--- src/rtl/periph_bridge.sv ---
// periph_bridge: decodes CPU load/store accesses onto the 8-bit peripheral
// bus (one-hot slot select, 5-bit offset, single-cycle strobes) and returns
// a zero-extended read word with a one-cycle ready pulse. Unmapped slots and
// silent peripherals complete with bus_err so the CPU is never stalled.
module periph_bridge #(
  parameter int          NUM_PERIPH = 4,
  parameter logic [31:0] BASE_ADDR  = 32'h0000_2000,
  parameter int          TIMEOUT    = 15
) (
  input  logic                      clk,
  input  logic                      rst,
  input  logic [31:0]               cpu_addr,
  input  logic                      cpu_rd_en,
  input  logic                      cpu_wr_en,
  input  logic [31:0]               cpu_wr_data,
  output logic [31:0]               cpu_rd_data,
  output logic                      cpu_ready,
  output logic                      bus_err,
  output logic [NUM_PERIPH-1:0]     p_sel,
  output logic [4:0]                p_addr,
  output logic                      p_rd_en,
  output logic                      p_wr_en,
  output logic [7:0]                p_wr_data,
  input  logic [8*NUM_PERIPH-1:0]   p_rd_data,
  input  logic [NUM_PERIPH-1:0]     p_rd_valid
);

  typedef enum logic [1:0] {S_IDLE, S_RD_WAIT, S_DONE} state_t;

  localparam logic [3:0] NP_L = 4'(NUM_PERIPH);
  localparam logic [7:0] TO_L = 8'(TIMEOUT);

  state_t                  state_q, state_d;
  logic [7:0]              cnt_q, cnt_d;
  logic [31:0]             rd_data_q, rd_data_d;
  logic                    ready_q, ready_d;
  logic                    err_q, err_d;
  logic [NUM_PERIPH-1:0]   sel_q, sel_d;
  logic [4:0]              addr_q, addr_d;
  logic                    rd_en_q, rd_en_d;
  logic                    wr_en_q, wr_en_d;
  logic [7:0]              wr_data_q, wr_data_d;

  logic [2:0]              slot;
  logic                    hit;
  logic                    sel_vld;
  logic [7:0]              sel_dat;
  logic                    unused_wr_hi;

  // Only the low byte of write data reaches the 8-bit bus.
  assign unused_wr_hi = ^cpu_wr_data[31:8];

  assign slot = cpu_addr[7:5];
  assign hit  = (cpu_addr[31:8] == BASE_ADDR[31:8]) && ({1'b0, slot} < NP_L);

  // Pick the read response of the currently selected slot; others are ignored.
  always_comb begin
    sel_vld = 1'b0;
    sel_dat = '0;
    for (int k = 0; k < NUM_PERIPH; k++) begin
      if (sel_q[k]) begin
        sel_vld = sel_vld | p_rd_valid[k];
        sel_dat = sel_dat | p_rd_data[8*k +: 8];
      end
    end
  end

  // Next-state and next-output logic; strobes default low, read data holds.
  always_comb begin
    state_d   = state_q;
    cnt_d     = cnt_q;
    rd_data_d = rd_data_q;
    ready_d   = 1'b0;
    err_d     = 1'b0;
    sel_d     = '0;
    addr_d    = '0;
    rd_en_d   = 1'b0;
    wr_en_d   = 1'b0;
    wr_data_d = '0;
    unique case (state_q)
      S_IDLE: begin
        cnt_d = '0;
        if (cpu_wr_en || cpu_rd_en) begin
          if (!hit) begin
            state_d   = S_DONE;
            ready_d   = 1'b1;
            err_d     = 1'b1;
            rd_data_d = '0;
          end else begin
            for (int k = 0; k < NUM_PERIPH; k++) sel_d[k] = (slot == 3'(k));
            addr_d = cpu_addr[4:0];
            if (cpu_wr_en) begin
              // A simultaneous read request is dropped in favour of the write.
              state_d   = S_DONE;
              wr_en_d   = 1'b1;
              wr_data_d = cpu_wr_data[7:0];
              ready_d   = 1'b1;
              rd_data_d = '0;
            end else begin
              state_d = S_RD_WAIT;
              rd_en_d = 1'b1;
            end
          end
        end
      end
      S_RD_WAIT: begin
        sel_d  = sel_q;
        addr_d = addr_q;
        // A valid in the same cycle as the timeout still wins.
        if (sel_vld) begin
          state_d   = S_DONE;
          ready_d   = 1'b1;
          rd_data_d = {24'h0, sel_dat};
          sel_d     = '0;
          addr_d    = '0;
        end else if (cnt_q == TO_L) begin
          state_d   = S_DONE;
          ready_d   = 1'b1;
          err_d     = 1'b1;
          rd_data_d = 32'hFFFF_FFFF;
          sel_d     = '0;
          addr_d    = '0;
        end else begin
          cnt_d = cnt_q + 8'd1;
        end
      end
      S_DONE: begin
        state_d = S_IDLE;
        cnt_d   = '0;
      end
      default: state_d = S_IDLE;
    endcase
  end

  // State and registered outputs, cleared asynchronously on reset.
  always_ff @(posedge clk or posedge rst) begin
    if (rst) begin
      state_q   <= S_IDLE;
      cnt_q     <= '0;
      rd_data_q <= '0;
      ready_q   <= 1'b0;
      err_q     <= 1'b0;
      sel_q     <= '0;
      addr_q    <= '0;
      rd_en_q   <= 1'b0;
      wr_en_q   <= 1'b0;
      wr_data_q <= '0;
    end else begin
      state_q   <= state_d;
      cnt_q     <= cnt_d;
      rd_data_q <= rd_data_d;
      ready_q   <= ready_d;
      err_q     <= err_d;
      sel_q     <= sel_d;
      addr_q    <= addr_d;
      rd_en_q   <= rd_en_d;
      wr_en_q   <= wr_en_d;
      wr_data_q <= wr_data_d;
    end
  end

  assign cpu_rd_data = rd_data_q;
  assign cpu_ready   = ready_q;
  assign bus_err     = err_q;
  assign p_sel       = sel_q;
  assign p_addr      = addr_q;
  assign p_rd_en     = rd_en_q;
  assign p_wr_en     = wr_en_q;
  assign p_wr_data   = wr_data_q;

endmodule

--- config.mk ---
export PLATFORM = sky130hd
export DESIGN_NAME = periph_bridge
export DESIGN_NICKNAME = d
export VERILOG_FILES = /design/src/rtl/periph_bridge.sv
export SDC_FILE = /design/constraint.sdc
export NUM_CORES = 1
export LEC_CHECK = 0
export BUFFER_PORTS_ARGS = -buffer_cell sky130_fd_sc_hd__buf_2
export CORE_MARGIN = 2
export CORE_UTILIZATION = 40
export CTS_CLUSTER_DIAMETER = 50
export DETAILED_ROUTE_END_ITERATION = 8
export GPL_TIMING_DRIVEN = 0
export PLACE_DENSITY = 0.8
export SETUP_SLACK_MARGIN = 0.3
export SLEW_MARGIN = 20
export SYNTH_ARGS = -nofsm -noshare
export SYNTH_HDL_FRONTEND = slang
export SYNTH_SLANG_ARGS = --single-unit
export TNS_END_PERCENT = 100
--- constraint.sdc ---
create_clock -name clk -period 2.7 [get_ports clk]
set_clock_uncertainty 0.1 [all_clocks]
set_input_delay 0.135 -clock clk [delete_from_list [all_inputs] [get_ports clk]]
set_output_delay 0.135 -clock clk [all_outputs]
set_load 0.02 [all_outputs]
* Word level (Yosys, flattened, before mapping)
Index checks and enable logic that the tools add are counted.
Operators by class: add/subtract/negate cells 1, $lt $le $gt $ge 1, equal/unequal tests 12, mux-type cells 54, bitwise gates (word level) 6, reduce and logical (&&, ||, !) cells 10
Operators with widths (count):
- $mux 32 | 5
- $mux 8 | 10
- $pmux 32 s2 | 1
- $eq 24x6->1 const B | 1
- $or 8x8->8 | 3
- $mux 5 | 4
- $mux 1 | 19
- $mux 4 | 4
- $pmux 8 s2 | 1
- $mux 2 | 5
- $pmux 5 s2 | 1
- $add 8x1->8 const B | 1
- $eq 8x4->1 const B | 1
- $pmux 4 s2 | 1
- $eq 3x2->1 const B | 2
- $ne 2x2->1 const B | 3
- $ne 3x3->1 const B | 2
- $pmux 1 s2 | 2
- $pmux 2 s2 | 1
- $reduce_and 4->1 | 1
- $reduce_bool 2->1 | 2
- $eq 3x1->1 const B | 1
- $logic_not 3->1 | 1
- $lt 3x3->1 const B | 1
- 9 further kinds | 11
Word-level totals: bits in registers 63, input bits 104, output and inout port bits 53, logic and storage cells 94

* Longest topological paths before layout
Gate-level depths: netlist of run 1.
depth after elaboration 9, gate-level depth with buffers 7, depth with buffers taken out 6

* Worst setup path after synthesis of run 1
No wires, ideal clock.
path kind register to register, from reg cnt_q[4], to reg rd_data_q[0], in the netlist cpu_rd_data[0], library setup time 0.125 ns, arrival time 1.675 ns, data required time 2.475 ns, slack 0.801 ns, stages on the path, launching flop included 7, buffers on the path 1, clock period less this slack 1.899 ns, cell sequence dfrtp_1 -> buf_6 -> nor4_4 -> and2_4 -> o21ai_2 -> a22oi_4 -> mux2_2
On the way: cells in the longest elaborated chain, start to end 3
Ends and longest elaborated chain:
- start, declared | RTL line 34 | logic [7:0] cnt_q, cnt_d;
- start signal, assigned | RTL line 150 | cnt_q <= cnt_d;
- $eq 8x4->1 | RTL line 116 | end else if (cnt_q == TO_L) begin
- $ne 3x3->1 (no line)
- $reduce_and 4->1 (no line)
- end signal, assigned | RTL line 151 | rd_data_q <= rd_data_d;
- end, declared | RTL line 35 | logic [31:0] rd_data_q, rd_data_d;
No other way between the ends. A chain may end at the register's enable or synchronous reset.

* Worst setup path after layout of run 1
from reg cnt_q[0], to reg rd_data_q[2], in the netlist cpu_rd_data[2]
The elaborated chain is that of the path after synthesis.

==> results.cfg, run 1 <==
[critical_path]
r2r-start = cnt_q[0]
crit_slowest_cell = a22oi_4
crit_chain = ha_1, and3_1, and2_4, o21ai_2, a22oi_4, mux2_2
endpoint_kind = flop
critical_path.endpoint = cpu_rd_data[2]
critPathArrivalTime_ns = 2.20
worstPathRequired_ns = 2.78
setup.worst_path.start_class = flop
cpPeakStageDelay_ns = 0.41
reg2regPathDepth = 6
crit_cells = 6
crit_family = compound AO/OA/AOI/OAI gates
cp-startpoint = cnt_q[0]
crit_type = reg2reg
critPathMaxFanout = 10
path_buf_inv = 0
r2r_setup_slack_ns = 0.58
reg2reg_to = cpu_rd_data[2]

[floorplanning]
die-area_um2 = 5845
rows = 26
design.portCount = 157
initial_core_util = 0.4137
die_x_um = 76.45
core-area_um2 = 5075
dieHeight_um = 76.45

[pwr]
p_int_uw = 851.3
clockPowerShare = 0.340
sw_frac_of_total = 0.2337
power_frac_seq = 0.547
p_switching_uw = 259.6
power.density_nw_per_um2 = 357.3
irDropWorstVdd_uv = 291.8
p_leak_nw = 1.775
comb_power_share = 0.113

[clock_tree]
clock-sinks = 40
clk_pin_slew_ns = 0.07
clock-root-buffer = clkbuf_8
htree_levels = 2
clockBufferDepth = 2
clock_latency_ns = 0.29
post_cts_buffers = 0
cts_buffers = 5
cts_tree = built

[drt]
first_pass_iters = 4
detail_route.vias_per_cell = 4.929
via_count = 2075
first_iter_violations = 84
drc = 0
routed_wl_mm = 5.598
routedWlPerCell_um = 13.30
final_antenna_net_count = 0

[final_layout]
seq_area_um2 = 1001
postLayoutCellArea_um2 = 3109
utilization = 0.6127
n_fill_cell = 428
drive_gt1_frac = 0.5413
antenna_cells = 0
multi_input_area_um2 = 854.6
area_growth_pct = 48.09
final_nets = 456

[timing]
max_slew_margin = 0.4666
period_share = 0.7862
hold_viol = 0
tightest_slew_ns = 0.7917
min_period_ns = 2.123
slew_violations = 0
grt_setup_unrepaired = false
fmax_ghz = 0.4711
setup_violations = 0
setup_tns_ns = 0

[min_path]
hold_path_class = in2reg
holdPathStages = 2

[grt]
grt_pass1_wl_mm = 9.328
antenna_found_initial = 0
track_usage = 0.1973
grt_max_degree = 26
grt_overflow = 0
grt_pass1_vias = 2056

[synth]
synth-async-reset-ratio = 1.000
ys.flop_type = dfrtp_1
ys_seq_area_frac = 0.4768
ys_ff_latch = 40
postSynthAreaPerCell_um2 = 10.77
synth_most_common_cell = dfrtp_1
synthTopCellsByArea = dfrtp_1 (48%), buf_4 (8.2%), a22oi_1 (6.8%)
synth_largest_area_cell = dfrtp_1
ys_warn_count = 0
synth_nets = 300
synth_edf_count = 0
syn_area_um2 = 2100
synth_cells = 195
ys_top_cells_by_count = dfrtp_1 (40), buf_4 (23), a22oi_1 (19), o21ai_0 (11)
synth_cell_types = 35
yosysTopAreaCellShare = 0.4768

[place]
hpwl_mm = 4.176
gp_congestion = 0.8077
io_buffers = 132
post_dp_cell_area_um2 = 2868

[run_status]
status = completed

[job]
maxCapViolCount = 0
[area by class of cell]
class	count	share of cell area
clock inverter	2	0.004024
timing repair buffer	149	0.2704
inverter	4	0.004829
tap	70	0.02817
clock buffer	5	0.02213
sequential	40	0.3219
buffer	32	0.07364
multi-input combinational	119	0.2748
[through the flow]
step | setup WS (ns) | hold WS, ns | power (mW) | cells
6_report | 0.5773 | 0.06864 | 1.111 | 421
5_1_grt | 0.4648 | 0.05340 | 1.171 | 421
4_1_cts | 0.5668 | 0.05966 | 1.120 | 421
3_5_place_dp | 0.5698 | 0.01614 | 0.7278 | 398
3_3_place_gp | 0.6255 | 0.2418 | 0.7212 | 397
2_1_floorplan | 0.8005 | 0.1423 | 0.6554 | 195
[layer usage]
metal,track usage,up-vias,wire [um]
met5,0,-,0
met4,0.05455,0,91
met3,0.06754,11,428
met2,0.3619,93,2958
met1,0.2154,968,2120
li1,-,1003,-
[worst reg2reg max path: cells and delay by family (launching register included)]
family	cells	cell delay (ns)
muxes	1	0.39
adders and majority gates	1	0.19
AOI/OAI and AO/OA	2	0.50
and+or+nand+nor	2	0.43
DFF	1	0.40
[worst min-delay path by stage]
stage / start / end / slack (ns)
global placement: cpu_wr_data[2] / p_wr_data[2] / 0.24
detailed placement: rst / cpu_rd_data[1] / 0.02
global route: cpu_wr_en / p_rd_en / 0.05
floorplan: cpu_addr[6] / p_sel[1] / 0.14
CTS: cpu_wr_en / p_rd_en / 0.06
finish: cpu_wr_en / p_rd_en / 0.07
[logic make-up after synthesis]
family          count (synthesis)  share of synthesized area
compound gates                 52                     0.1746
xor+xnor                        2                   0.008345
fa+ha+maj                       1                   0.005959
buf+inv                        36                     0.1162
flops                          40                     0.4768
mux                             9                    0.04827
simple gates                   55                     0.1698
[power groups by stage]
stage | clock network [mW] | logic (mW) | registers, mW
2_1_floorplan | 0 | 0.0325 | 0.623
3_3_place_gp | 0 | 0.102 | 0.619
3_5_place_dp | 0 | 0.109 | 0.619
4_1_cts | 0.387 | 0.126 | 0.607
5_1_grt | 0.425 | 0.138 | 0.608
6_report | 0.378 | 0.125 | 0.607
[placed cells by master, fill, tap and decap left out, drive strengths merged, types with 2 or more instances in the layout]
| cell | n |
|---|---|
| nor4 | 7 |
| or3 | 2 |
| nand3 | 3 |
| dfrtp | 40 |
| nand4 | 3 |
| buf | 164 |
| a21oi | 3 |
| mux2 | 9 |
| and2b | 2 |
| a31oi | 9 |
| and3 | 2 |
| a22oi | 20 |
| nor2 | 7 |
| nand2b | 2 |
| xor2 | 2 |
| inv | 4 |
| nor4b | 2 |
| or2 | 2 |
| a22o | 6 |
| and2 | 11 |
| o21ai | 12 |
| nand2 | 10 |
| dlygate4sd3 | 16 |
| clkbuf | 6 |
[repair_timing]
action,CTS,global route
hold buffers,16,0
gates resized for setup,0,0
hold endpoints to repair,34,0
[flip-flops by register name, summed over array words and instances (netlist names)]
signal,count
cpu_rd_data,9
bus_err,1
p_wr_data,8
cpu_ready,1
cnt_q,8
p_sel,4
state_q,2
p_rd_en,1
p_addr,5
p_wr_en,1
Note: power is estimated with default switching activity, not from simulation.
==> run 2, diff against run 1 <==
--- a/config.mk
+++ b/config.mk
@@ -5,9 +5,10 @@
 export SDC_FILE = /design/constraint.sdc
 export NUM_CORES = 1
 export LEC_CHECK = 0
+export ABC_AREA = 1
 export BUFFER_PORTS_ARGS = -buffer_cell sky130_fd_sc_hd__buf_2
 export CORE_MARGIN = 2
-export CORE_UTILIZATION = 40
+export CORE_UTILIZATION = 43
 export CTS_CLUSTER_DIAMETER = 50
 export DETAILED_ROUTE_END_ITERATION = 8
 export GPL_TIMING_DRIVEN = 0
==> constraint.sdc (replaced) <==
create_clock -name clk -period 2.1 [get_ports clk]
set_clock_uncertainty 0.1 [all_clocks]
set_input_delay 0.105 -clock clk [delete_from_list [all_inputs] [get_ports clk]]
set_output_delay 0.105 -clock clk [all_outputs]
set_load 0.02 [all_outputs]
==> run 2 against run 1 <==
Effect of this change:
- count of clock-buffer cells in the layout grew 1
- combinational power grew 57%
- sequential cell count is the same
- non-clock buffer count is the same
- via count grew 25%
- synthesized cell count grew 68%
- die area grew 12%
- critical path depth shrank 4
- register-to-register slack lost 0.11 ns
- sequential share of layout area shrank 4.4 points
- largest cell class is now multi-input gates
- core utilization grew 2.9 points
- power grew 48%
==> results.cfg, run 2 <==
[run_status]
status = completed

[synth]
ys_top_cells_by_count = nand2_1 (86), nor2_1 (49), dfrtp_1 (40), nand3_1 (33)
synth_cell_types = 27
postSynthAreaPerCell_um2 = 7.752
yosysTopAreaCellShare = 0.3949
synth_cells = 327
ys.flop_type = dfrtp_1
syn_area_um2 = 2535
ys_seq_area_frac = 0.3949
synth_most_common_cell = nand2_1
synth_largest_area_cell = dfrtp_1
ys_warn_count = 0
synth_edf_count = 0
synth_nets = 432
synthTopCellsByArea = dfrtp_1 (39%), nand2_1 (13%), nor2_1 (7.3%)
synth-async-reset-ratio = 1.000
ys_ff_latch = 40

[floorplanning]
die_x_um = 80.78
initial_core_util = 0.4520
dieHeight_um = 80.78
die-area_um2 = 6525
design.portCount = 157
core-area_um2 = 5608
rows = 27

[timing]
grt_setup_unrepaired = false
period_share = 0.7911
hold_viol = 0
slew_violations = 0
min_period_ns = 1.661
setup_tns_ns = 0
setup_slack_ns = 0.4386
tightest_slew_ns = 0.6886
setup_violations = 0
max_slew_margin = 0.5409
fin_hold_ws_ns = 0.1226
fmax_ghz = 0.6019

[pwr]
irDropWorstVdd_uv = 305.7
power.density_nw_per_um2 = 458.4
power_mw = 1.649
p_leak_nw = 2.136

[final_layout]
utilization = 0.6415
final_nets = 589
largest_reg_flops = 9
drive_gt1_frac = 0.4330
area_growth_pct = 41.91
mostFrequentLayoutCell = buf_2
postLayoutCellArea_um2 = 3597
antenna_cells = 0
most-common-layout-cells = buf_2 (132), nand2_1 (86), nor2_1 (49)
layout.cells.non_filler = 557

[clock_tree]
clockBufferDepth = 2
post_cts_buffers = 0
post_cts_resized = 0
cts_buffers = 5
cts_tree = built
htree_levels = 2
cts_hold_buf = 17
clock-root-buffer = clkbuf_8
clk_pin_slew_ns = 0.08
clock-sinks = 40
clock_latency_ns = 0.29

[job]
maxCapViolCount = 0

[drt]
drc = 0
via_count = 2586
routed_wl_mm = 6.353
first_iter_violations = 90
final_antenna_net_count = 0
detail_route.vias_per_cell = 4.643
first_pass_iters = 4
routedWlPerCell_um = 11.41

[place]
post_dp_cell_area_um2 = 3306
hpwl_mm = 4.868
gp_congestion = 0.7744
dp.cells = 532
pre_cts_slack_ns = 0.4670
io_buffers = 132

[critical_path]
crit_slowest_cell = dfrtp_1
crit_family = flip-flops
cpPeakStageDelay_ns = 0.79
crit_type = reg2out
critPathMaxFanout = 25
crit_chain = buf_4, buf_2
endpoint_kind = output pin
path_buf_inv = 2
critPathArrivalTime_ns = 1.46
worstPathRequired_ns = 1.89
setup.worst_path.start_class = flop

[grt]
track_usage = 0.2047
grt_overflow = 0
grt_max_degree = 33
grt_pass1_wl_mm = 10.48
antenna_found_initial = 0
grt_pass1_vias = 2499

[min_path]
hold_path_class = in2reg
==> run 2: changes by cell type after synthesis, sizes merged, moves of 6 or more <==
| cell | previous run | this run |
|---|---|---|
| a22o | 6 | 0 |
| nand2 | 10 | 108 |
| mux2 | 9 | 0 |
| nand3 | 3 | 38 |
| nand4 | 3 | 10 |
| inv | 4 | 27 |
| and2 | 11 | 0 |
| nor4 | 7 | 0 |
| a22oi | 20 | 0 |
| nor2 | 7 | 53 |
| a31oi | 9 | 0 |
==> run 2: final timing paths <==
kind / startpoint / endpoint / slack [ns] / cells past startpoint
worst max-delay path: cpu_rd_data[30] / cpu_rd_data[20] / 0.44 / 2
worst min-delay path: cpu_addr[10] / p_rd_en / 0.12 / 6
worst max register to register: cnt_q[0] / cpu_rd_data[7] / 0.47 / 9
worst min register to register: p_addr[0] / p_addr[0] / 0.40 / 2
max in group asynchronous: rst / p_sel[0] / 1.31 / 4
min in group asynchronous: rst / p_wr_data[5] / 0.19 / 3
==> run 2: power breakdown <==
group          internal (mW)  switching (mW)  leakage (nW)
Combinational         0.0974          0.0987          1.52
Clock                  0.389           0.282        0.0614
Sequential             0.776         0.00592         0.553
==> run 2: area by class of cell <==
| cell class | count | area [um2] |
|---|---|---|
| buffer | 31 | 267.8 |
| tap | 72 | 90.09 |
| sequential | 40 | 1001 |
| clock buffer | 6 | 82.58 |
| fill | 501 | 2011 |
| timing repair buffer | 150 | 850.8 |
| inverter | 27 | 103.9 |
| multi-input combinational | 229 | 1162 |
| clock inverter | 2 | 38.79 |
==> run 2: kinds of logic (layout without fill, tap and decap cells) <==
logic type | Yosys count | after routing | synth area share
AO/OA/AOI/OAI | 15 | 15 | 0.03801
AND/OR/NAND/NOR | 212 | 212 | 0.4121
flip-flops | 40 | 40 | 0.3949
buffers and inverters | 58 | 216 | 0.1466
XOR/XNOR | 1 | 1 | 0.003456
adder cells (fa/ha/maj) | 1 | 1 | 0.004935
==> run 2: worst register-to-register path, delay by kind of cell, from the launching register on <==
family                     cells  cell delay [ns]
and+or+nand+nor                7             0.68
DFF                            1             0.39
adders and majority gates      1             0.21
buffers and inverters          1             0.14
==> run 2: metal layers <==
layer,routed length (um),up-vias,track usage
met5,0,-,0
met4,85,0,0.05424
met3,362,8,0.03444
met2,3274,94,0.3967
met1,2631,1156,0.2304
li1,-,1328,-
==> run 3, diff against run 2 <==
--- a/config.mk
+++ b/config.mk
@@ -5,14 +5,14 @@
 export SDC_FILE = /design/constraint.sdc
 export NUM_CORES = 1
 export LEC_CHECK = 0
-export ABC_AREA = 1
+export ABC_AREA = 0
 export BUFFER_PORTS_ARGS = -buffer_cell sky130_fd_sc_hd__buf_2
 export CORE_MARGIN = 2
-export CORE_UTILIZATION = 43
+export CORE_UTILIZATION = 36
 export CTS_CLUSTER_DIAMETER = 50
 export DETAILED_ROUTE_END_ITERATION = 8
 export GPL_TIMING_DRIVEN = 0
-export PLACE_DENSITY = 0.8
+export PLACE_DENSITY = 0.76
 export SETUP_SLACK_MARGIN = 0.3
 export SLEW_MARGIN = 20
 export SYNTH_ARGS = -nofsm -noshare
==> constraint.sdc (replaced) <==
create_clock -name clk -period 1.34 [get_ports clk]
set_clock_uncertainty 0.1 [all_clocks]
set_input_delay 0.067 -clock clk [delete_from_list [all_inputs] [get_ports clk]]
set_output_delay 0.067 -clock clk [all_outputs]
set_load 0.02 [all_outputs]
==> run 3 against run 2 <==
Effect of this change:
- the run now ends with hold timing, setup timing left
- final cell count fell by 18%
- first-iteration DRC count rose by 41%
- core utilization rose by 8.9 points
- sequential power rose by 57%
- count of clock-buffer cells in the layout rose by 1
- combinational power rose by 81%
- global-route usage rose by 3.0 points
- critical path depth rose by 4
- sequential cell count did not move
- sequential share of layout area fell by 2.9 points
- worst hold slack got worse by 0.28 ns
- largest power group unchanged
==> results.cfg, run 3 (synthesis gave the netlist of run 1 again) <==
[final_layout]
area_growth_pct = 93.92
drive_gt1_frac = 0.6873
antenna_cells = 0
largest_reg_flops = 9
most-common-layout-cells = buf_2 (97), buf_6 (76), dfrtp_1 (32)
mostFrequentLayoutCell = buf_2
postLayoutCellArea_um2 = 4071
final_nets = 491
utilization = 0.7304

[critical_path]
r2r_setup_slack_ns = -0.70
reg2reg_to = cpu_rd_data[6]
setup.worst_path.start_class = flop
crit_type = reg2reg
r2r-start = cnt_q[7]
endpoint_kind = flop
critPathMaxFanout = 5
worstPathRequired_ns = 1.42
critPathArrivalTime_ns = 2.11
reg2regPathDepth = 6

[drt]
drc = 0
first_pass_iters = 6
routed_wl_mm = 7.709
detail_route.vias_per_cell = 5.052
via_count = 2319
final_antenna_net_count = 0
first_iter_violations = 127
routedWlPerCell_um = 16.80

[place]
hpwl_mm = 4.270
gp_congestion = 0.8285
pre_cts_slack_ns = -0.7909
post_dp_cell_area_um2 = 2967
io_buffers = 132

[pwr]
clockPowerShare = 0.403
power.density_nw_per_um2 = 651.6
irDropWorstVdd_uv = 539.0
power_frac_seq = 0.463
sw_frac_of_total = 0.2164
p_switching_uw = 574.1
p_leak_nw = 2.081
p_int_mw = 2.079
comb_power_share = 0.134
power_mw = 2.653

[timing]
setup_slack_ns = -0.6969
tightest_slew_ns = 0.8585
min_period_ns = 2.037
period_share = 1.520
fmax_ghz = 0.4909
grt_setup_unrepaired = true
fin_hold_ws_ns = -0.1619
max_slew_margin = 0.4265
setup_violations = 53
slew_violations = 0
hold_viol = 40

[clock_tree]
clock-root-buffer = clkbuf_8
clk_pin_slew_ns = 0.07
htree_levels = 2
cts_buffers = 5
clock-sinks = 40
cts_tree = built
cts_hold_buf = 15
clockBufferDepth = 2
clock_latency_ns = 0.29

[floorplanning]
die-area_um2 = 6459
dieHeight_um = 80.37
design.portCount = 157
initial_core_util = 0.3767
die_x_um = 80.37
core-area_um2 = 5574
rows = 27

[grt]
track_usage = 0.2346
grt_max_degree = 41
grt_pass1_wl_mm = 11.42
grt_pass1_vias = 2357
antenna_found_initial = 0
grt_overflow = 0

[run_status]
status = finished, violations left
violations = hold timing, setup timing

[min_path]
hold_path_class = in2async

[job]
maxCapViolCount = 0
-- run 3: layout make-up --
cell class / instances / area [um2]
tap: 72 / 90.09
multi-input combinational: 119 / 1077
clock inverter: 1 / 30.03
buffer: 32 / 352.8
fill: 388 / 1503
sequential: 40 / 1013
timing repair buffer: 184 / 1393
inverter: 4 / 18.77
clock buffer: 7 / 96.34
-- run 3: power groups by stage --
stage	registers, mW	clock network (mW)	logic (mW)
floorplan	1.26	0	0.0736
global placement	1.25	0	0.226
detailed placement	1.25	0	0.230
CTS	1.23	1.09	0.336
global route	1.23	1.15	0.381
finish	1.23	1.07	0.355
-- run 3: critical path, cell delays in order (launching register included) --
cell and delay (ns):
dfrtp_1 0.42, nor4_4 0.33, and2_4 0.23, o21ai_4 0.07, a22oi_4 0.30, buf_12 0.18, mux2_4 0.30
-- run 3: routing by layer --
| metal | track usage | vias up | share of wire |
|---|---|---|---|
| li1 | - | 1075 | - |
| met1 | 0.2457 | 1132 | 0.36 |
| met2 | 0.4633 | 102 | 0.55 |
| met3 | 0.06292 | 10 | 0.076 |
| met4 | 0.04576 | 0 | 0.0088 |
| met5 | 0 | - | 0 |
-- run 3: what timing repair did --
action | 4_1_cts | 5_1_grt
pin swaps | 20 | 26
setup buffers | 24 | 9
gates resized for setup | 123 | 30
hold endpoints to repair | 57 | 40
endpoints found under the setup margin | 65 | 72
cloned | 4 | 0
-- run 3: worst max path at each step --
stage | startpoint | end | slack, ns
global placement | cnt_q[4] | cpu_rd_data[3] | -0.73
detailed placement | cnt_q[4] | cpu_rd_data[3] | -0.79
finish | cnt_q[7] | cpu_rd_data[6] | -0.70
global route | cnt_q[1] | cnt_q[7] | -0.73
CTS | cnt_q[7] | cpu_rd_data[7] | -0.66
floorplan | cnt_q[4] | cpu_rd_data[0] | -0.54
-- run 3: through the flow --
stage | cells | setup TNS, ns
finish | 459 | -17.40
global route | 459 | -19.54
CTS | 450 | -14.86
detailed placement | 399 | -18.56
global placement | 399 | -17.40
floorplan | 195 | -10.29
